[src/rtl/wb_sample_fifo.sv]
// Wishbone sample FIFO (CTRL/STATUS/DATA/THRESH) with threshold irq; define TIMESTAMP_EN to tag each sample with a 16-bit timestamp.
// Ack is a 1-cycle pulse one cycle after a hit; samples are never back-pressured, so a push into a full FIFO is dropped and flagged.
module wb_sample_fifo #(
  parameter logic [31:0] BASE_ADDR = 32'h3000_0000,
  parameter int unsigned DEPTH     = 16,
  parameter int unsigned DW        = 12
) (
  input  logic          wb_clk_i,
  input  logic          wb_rst_n,
  input  logic          wbs_stb_i,
  input  logic          wbs_cyc_i,
  input  logic          wbs_we_i,
  input  logic [3:0]    wbs_sel_i,
  input  logic [31:0]   wbs_adr_i,
  input  logic [31:0]   wbs_dat_i,
  output logic          wbs_ack_o,
  output logic [31:0]   wbs_dat_o,
  input  logic          sample_valid_i,
  input  logic [DW-1:0] sample_data_i,
  output logic          irq_o
);

  localparam int unsigned AW = $clog2(DEPTH);
  localparam logic [1:0] OFF_CTRL   = 2'd0;
  localparam logic [1:0] OFF_STATUS = 2'd1;
  localparam logic [1:0] OFF_DATA   = 2'd2;
  localparam logic [1:0] OFF_THRESH = 2'd3;

  logic          hit;
  logic          ack_q, ack_d;
  logic [1:0]    off_q, off_d;
  logic          we_q, we_d;
  logic          sel0_q, sel0_d;
  logic [8:0]    wdat_q, wdat_d;
  logic          enable_q, enable_d;
  logic [4:0]    thresh_q, thresh_d;
  logic          overflow_q, overflow_d;
  logic [AW-1:0] wptr_q, wptr_d;
  logic [AW-1:0] rptr_q, rptr_d;
  logic [AW:0]   count_q, count_d;
  logic          irq_q, irq_d;
  logic [DW-1:0] mem_q [DEPTH];

  logic          wr_en, ctrl_wr, stat_wr, thr_wr, flush;
  logic          full, empty, push, pop, drop;
  logic [31:0]   head_word;
  logic [31:0]   rdata;
  logic          unused_ok;

  assign hit = wbs_cyc_i & wbs_stb_i & (wbs_adr_i[31:4] == BASE_ADDR[31:4]);

  // Request fields are captured on the hit so the ack cycle acts on a stable copy.
  always_comb begin
    ack_d  = hit & ~ack_q;
    off_d  = off_q;
    we_d   = we_q;
    sel0_d = sel0_q;
    wdat_d = wdat_q;
    if (ack_d) begin
      off_d  = wbs_adr_i[3:2];
      we_d   = wbs_we_i;
      sel0_d = wbs_sel_i[0];
      wdat_d = wbs_dat_i[8:0];
    end
  end

  assign wr_en   = ack_q & we_q & sel0_q;
  assign ctrl_wr = wr_en & (off_q == OFF_CTRL);
  assign stat_wr = wr_en & (off_q == OFF_STATUS);
  assign thr_wr  = wr_en & (off_q == OFF_THRESH);
  assign flush   = ctrl_wr & wdat_q[1];

  assign full  = (count_q == (AW+1)'(DEPTH));
  assign empty = (count_q == '0);
  assign pop   = ack_q & ~we_q & (off_q == OFF_DATA) & ~empty;
  // A pop in the same cycle frees the slot, so a full FIFO still accepts the push.
  assign push  = sample_valid_i & enable_q & (~full | pop);
  assign drop  = sample_valid_i & enable_q & full & ~pop;

  always_comb begin
    wptr_d     = wptr_q;
    rptr_d     = rptr_q;
    count_d    = count_q;
    overflow_d = overflow_q;
    enable_d   = ctrl_wr ? wdat_q[0] : enable_q;
    thresh_d   = thr_wr ? wdat_q[4:0] : thresh_q;
    if (flush) begin
      wptr_d     = '0;
      rptr_d     = '0;
      count_d    = '0;
      overflow_d = 1'b0;
    end else begin
      if (push) wptr_d = wptr_q + AW'(1);
      if (pop)  rptr_d = rptr_q + AW'(1);
      if (push & ~pop)      count_d = count_q + (AW+1)'(1);
      else if (pop & ~push) count_d = count_q - (AW+1)'(1);
      if (stat_wr & wdat_q[8]) overflow_d = 1'b0;
      if (drop)                overflow_d = 1'b1;
    end
    irq_d = enable_q & (thresh_q != 5'd0) & (32'(count_q) >= 32'(thresh_q));
  end

  always_ff @(posedge wb_clk_i or negedge wb_rst_n) begin
    if (!wb_rst_n) begin
      ack_q      <= 1'b0;
      off_q      <= 2'd0;
      we_q       <= 1'b0;
      sel0_q     <= 1'b0;
      wdat_q     <= '0;
      enable_q   <= 1'b0;
      thresh_q   <= '0;
      overflow_q <= 1'b0;
      wptr_q     <= '0;
      rptr_q     <= '0;
      count_q    <= '0;
      irq_q      <= 1'b0;
    end else begin
      ack_q      <= ack_d;
      off_q      <= off_d;
      we_q       <= we_d;
      sel0_q     <= sel0_d;
      wdat_q     <= wdat_d;
      enable_q   <= enable_d;
      thresh_q   <= thresh_d;
      overflow_q <= overflow_d;
      wptr_q     <= wptr_d;
      rptr_q     <= rptr_d;
      count_q    <= count_d;
      irq_q      <= irq_d;
    end
  end

  always_ff @(posedge wb_clk_i) begin
    if (push) mem_q[wptr_q] <= sample_data_i;
  end

`ifdef TIMESTAMP_EN
  logic [15:0] ts_q;
  logic [15:0] ts_mem_q [DEPTH];

  always_ff @(posedge wb_clk_i or negedge wb_rst_n) begin
    if (!wb_rst_n) ts_q <= 16'd0;
    else           ts_q <= ts_q + 16'd1;
  end

  always_ff @(posedge wb_clk_i) begin
    if (push) ts_mem_q[wptr_q] <= ts_q;
  end

  assign head_word = {ts_mem_q[rptr_q], 4'b0, 12'(mem_q[rptr_q])};
`else
  assign head_word = {20'b0, 12'(mem_q[rptr_q])};
`endif

  // Data bus is only driven on read acks; everything else reads as zero.
  always_comb begin
    rdata = '0;
    if (ack_q & ~we_q) begin
      case (off_q)
        OFF_CTRL:   rdata[0] = enable_q;
        OFF_STATUS: begin
          rdata[20:16] = 5'(count_q);
          rdata[8]     = overflow_q;
          rdata[1]     = full;
          rdata[0]     = empty;
        end
        OFF_DATA:   if (!empty) rdata = head_word;
        OFF_THRESH: rdata[4:0] = thresh_q;
      endcase
    end
  end

  assign wbs_ack_o = ack_q;
  assign wbs_dat_o = rdata;
  assign irq_o     = irq_q;

  assign unused_ok = &{1'b0, wbs_dat_i[31:9], wbs_sel_i[3:1], wbs_adr_i[1:0]};

endmodule

[config.mk]
export PLATFORM = sky130hd
export DESIGN_NAME = wb_sample_fifo
export DESIGN_NICKNAME = d
export VERILOG_FILES = /design/src/rtl/wb_sample_fifo.sv
export SDC_FILE = /design/constraint.sdc
export NUM_CORES = 1
export LEC_CHECK = 0
export CAP_MARGIN = 40
export CORE_MARGIN = 4
export CORE_UTILIZATION = 50
export CTS_BUF_LIST = sky130_fd_sc_hd__clkbuf_4
export DETAILED_ROUTE_END_ITERATION = 7
export DONT_BUFFER_PORTS = 1
export PLACE_DENSITY_LB_ADDON = 0.3
export RECOVER_POWER = 100
export SLEW_MARGIN = 10
export SYNTH_ARGS = -nofsm -noshare
export SYNTH_HDL_FRONTEND = slang
export SYNTH_SLANG_ARGS = --single-unit
[constraint.sdc]
create_clock -name wb_clk_i -period 5.88 [get_ports wb_clk_i]
set_clock_uncertainty 0.2 [all_clocks]
set_input_delay 1.764 -clock wb_clk_i [delete_from_list [all_inputs] [get_ports wb_clk_i]]
set_output_delay 1.764 -clock wb_clk_i [all_outputs]
set_load 0.02 [all_outputs]
==> metrics.log <==
[metrics] number of buffers created by CTS: 55
[metrics] required time at the endpoint of the critical path: 3920 ps
[metrics] commonest register cell after synthesis: sky130_fd_sc_hd__edfxtp_1
[metrics] total number of clock tree sinks: 224
[metrics] number of enable-type register cells in the synthesized netlist: 192
[metrics] reported leakage power: 3.538 nW
[metrics] fraction of met1 tracks used by global routing: 24.84%
[metrics] global-route wire length before repair: 31.13 mm
[metrics] kind of path behind the tightest hold check: reg2reg
[metrics] effective utilization at floorplan: 51.10%
[metrics] share of synthesized registers carrying an async set or reset: 14.29%
[metrics] result of the run: finished clean
[metrics] crit path from: rptr_q[0]
[metrics] average via count per standard cell: 5.583
[metrics] Worst setup EP type: primary output
[metrics] DIE WIDTH: 146.7 um
[metrics] DPL Wire Length: 12.80 mm
[metrics] register bit total from synthesis: 224
[metrics] number of violations reported at the end of detailed-routing iteration 0: 312
[metrics] mean area per synthesized cell: 17.72 sq um
[metrics] Setup-failing EPs final: 0
[metrics] antenna violations before repair: 0
[metrics] Netlist cell types: 55
[metrics] portion of the post-synthesis area used by sequential elements: 68.24%
[metrics] critical register-to-register path startpoint: off_q[0]
[metrics] Total Routing Usage GR: 19.11%
[metrics] placer's final routability congestion estimate: 0.8115
[metrics] hold violation count in the final report: 0
[metrics] part of the cycle the worst path needs: 89.36%
[metrics] pins over their slew limit: 0
[metrics] area of the die: 21530 sq um
[metrics] Resized cells post-CTS: 0
[metrics] pin count of the biggest net entering global routing: 33
[metrics] Post-CTS Repair Setup Buffers: 0
[metrics] most common cell after layout, fill and taps aside: sky130_fd_sc_hd__edfxtp_1
[metrics] final global-route overflow total: 0
[metrics] cts hold-fix bufs: 0
[metrics] H-tree lvl count: 2
[metrics] global routing met3 resource utilization: 6.169%
[metrics] wire per inst: 22.28 um
[metrics] Critical Path AT: 3290 ps
[metrics] length of the first detailed-routing pass in iterations: 5
[metrics] count of antenna diodes in the layout: 0
[metrics] TritonCTS clock tree: done
[metrics] areal power density over the cells: 279.0 nW/um^2
[metrics] final critical-path setup slack: 625.7 ps
[metrics] Die Y-Extent: 146.7 um
[metrics] via count of the first global-routing pass: 5370
[metrics] post-route antenna net violation count: 0
[metrics] Max Buffers Root-to-Sink: 3
[metrics] final cell utilization of the core: 55.76%
[metrics] Sum Neg Setup Slack: 0 ps
[metrics] area inside the core boundary: 18830 sq um
[metrics] critical path start-end classification: reg2out
[metrics] maximum resistive drop on vdd: 0.0002217 V
[metrics] layout-stage area growth over the synthesis result: 9.115%
[metrics] measured slew at the worst slew-check pin: 1236 ps
[metrics] CTS clk-pin slew, worst paths: 60 ps
[metrics] ports placed on the boundary: 120
[metrics] maximum fanout encountered on the critical timing path: 27
[metrics] FP Rows: 50
[metrics] unrepaired setup endpoints after global routing: no
[metrics] vias: 4969
[metrics] synth warn: 0
[metrics] routed wire length: 19.83 mm
[metrics] drt drc: 0
[metrics] hold wc startpoint: wdat_q[4]
[metrics] kind of launch point of the worst setup path: register
[metrics] Buffers on Ports: 0
[metrics] layout cell share with drive strength beyond 1: 25.71%
[metrics] reported max-cap violation count: 0
[metrics] CTS root buf: sky130_fd_sc_hd__clkbuf_4
[metrics] fill cell count: 1468
[metrics] setup slack after placement: 1576 ps
[metrics] top library cells by usage in the layout, fill and taps aside: 192 x sky130_fd_sc_hd__edfxtp_1, 77 x sky130_fd_sc_hd__clkbuf_4, 43 x sky130_fd_sc_hd__mux4_2
[metrics] Max-Slew Margin vs Limit: 16.97%
[metrics] number of instances in the synthesized netlist: 543
[metrics] worst skew pair latency: 690 ps
[metrics] number of nets in the layout: 702
[metrics] synthesized area: 9623 sq um
[metrics] Highest Clock Rate: 190.3 MHz
[metrics] final worst path period need: 5254 ps
[metrics] global-route track usage on met2: 31.02%
[metrics] global-route layer with the greatest usage: met2
[sequential cells by signal, indices dropped and copies added, names as in the netlist, 2 cells and up]
name,flops
wptr_q,4
rptr_q,4
wdat_q,6
off_q,2
mem_q,192
thresh_q,5
count_q,5
[Yosys cell counts (all sizes together), types with 4 or more instances]
library cell	number	area share, %
nand3	7	0.36
o21ai	8	0.46
clkbuf	6	0.23
nor3	9	0.47
ha	19	2.5
inv	16	0.62
dfrtp	32	8.3
edfxtp	192	60
xor2	4	0.36
a21oi	15	0.78
nor2b	13	1.3
xnor2	4	0.36
mux4	49	12
mux2i	17	1.8
mux2	18	2.1
nor4	7	0.52
and2	10	0.65
and3	9	0.59
nand2	11	0.43
nor2	28	1.1
buf	31	2.2
[layer usage]
| metal | vias up | wire, um |
|---|---|---|
| met5 | - | 0 |
| met4 | 0 | 293 |
| met3 | 29 | 1374 |
| met2 | 156 | 9847 |
| met1 | 2536 | 8316 |
| li1 | 2248 | - |
[layout make-up]
class,count,area [sq um],share of cell area [%]
Multi-Input combinational cell,280,2778,26.45
Tap cell,260,325.3,3.098
Clock inverter,14,70.07,0.6673
Inverter,16,60.06,0.5720
Clock buffer,77,578.1,5.505
Sequential cell,224,6568,62.55
Timing Repair Buffer,19,121.4,1.156
[cells by family (layout without fill, tap and decap cells)]
kind of cell             after synthesis  count (layout)  synth area share, %
AO/OA/AOI/OAI                         45              45                3.212
XOR/XNOR                               8               8               0.7280
adder cells (fa/ha/maj)               20              20                2.678
buffers and inverters                 53             126                3.107
flip-flops                           224             224                68.24
multiplexers                          84              84                15.58
other                                  1              15              0.03897
AND/OR/NAND/NOR                      108             108                6.423
[final timing paths]
check	endpoint	slack [ps]	depth (start not counted)
max in group asynchronous	rptr_q[0]	4810	0
min in group asynchronous	irq_o	570	0
min	wdat_q[4]	300	1
max	wbs_dat_o[5]	630	5
min reg2reg	wdat_q[4]	300	1
max reg2reg	mem_q[7][3]	1780	7
[metrics by stage]
step           hold WS, ps  std cells  instance area, sq um  total power, mW
6_report             304.1        890                 10500            2.930
5_1_grt              334.6        890                 10500            3.059
4_1_cts              309.7        890                 10630            2.963
3_5_place_dp         295.8        799                  9985            1.769
3_3_place_gp         287.8        793                  9884            1.769
2_1_floorplan        272.2        557                  9676            1.776
[power breakdown]
part	switching [mW]	internal, mW	total, mW
logic	0.00938	0.000935	0.0103
clock network	0.591	0.603	1.19
registers	0.00000000446	1.73	1.73
[worst max-delay path: stages (launching register included)]
cell                       delay, ps
sky130_fd_sc_hd__dfrtp_2         490
sky130_fd_sc_hd__buf_12          260
sky130_fd_sc_hd__clkbuf_2        530
sky130_fd_sc_hd__mux4_1          630
sky130_fd_sc_hd__mux4_2          460
sky130_fd_sc_hd__nor2b_1         230
No activity file was read; power rests on OpenSTA's default activity.
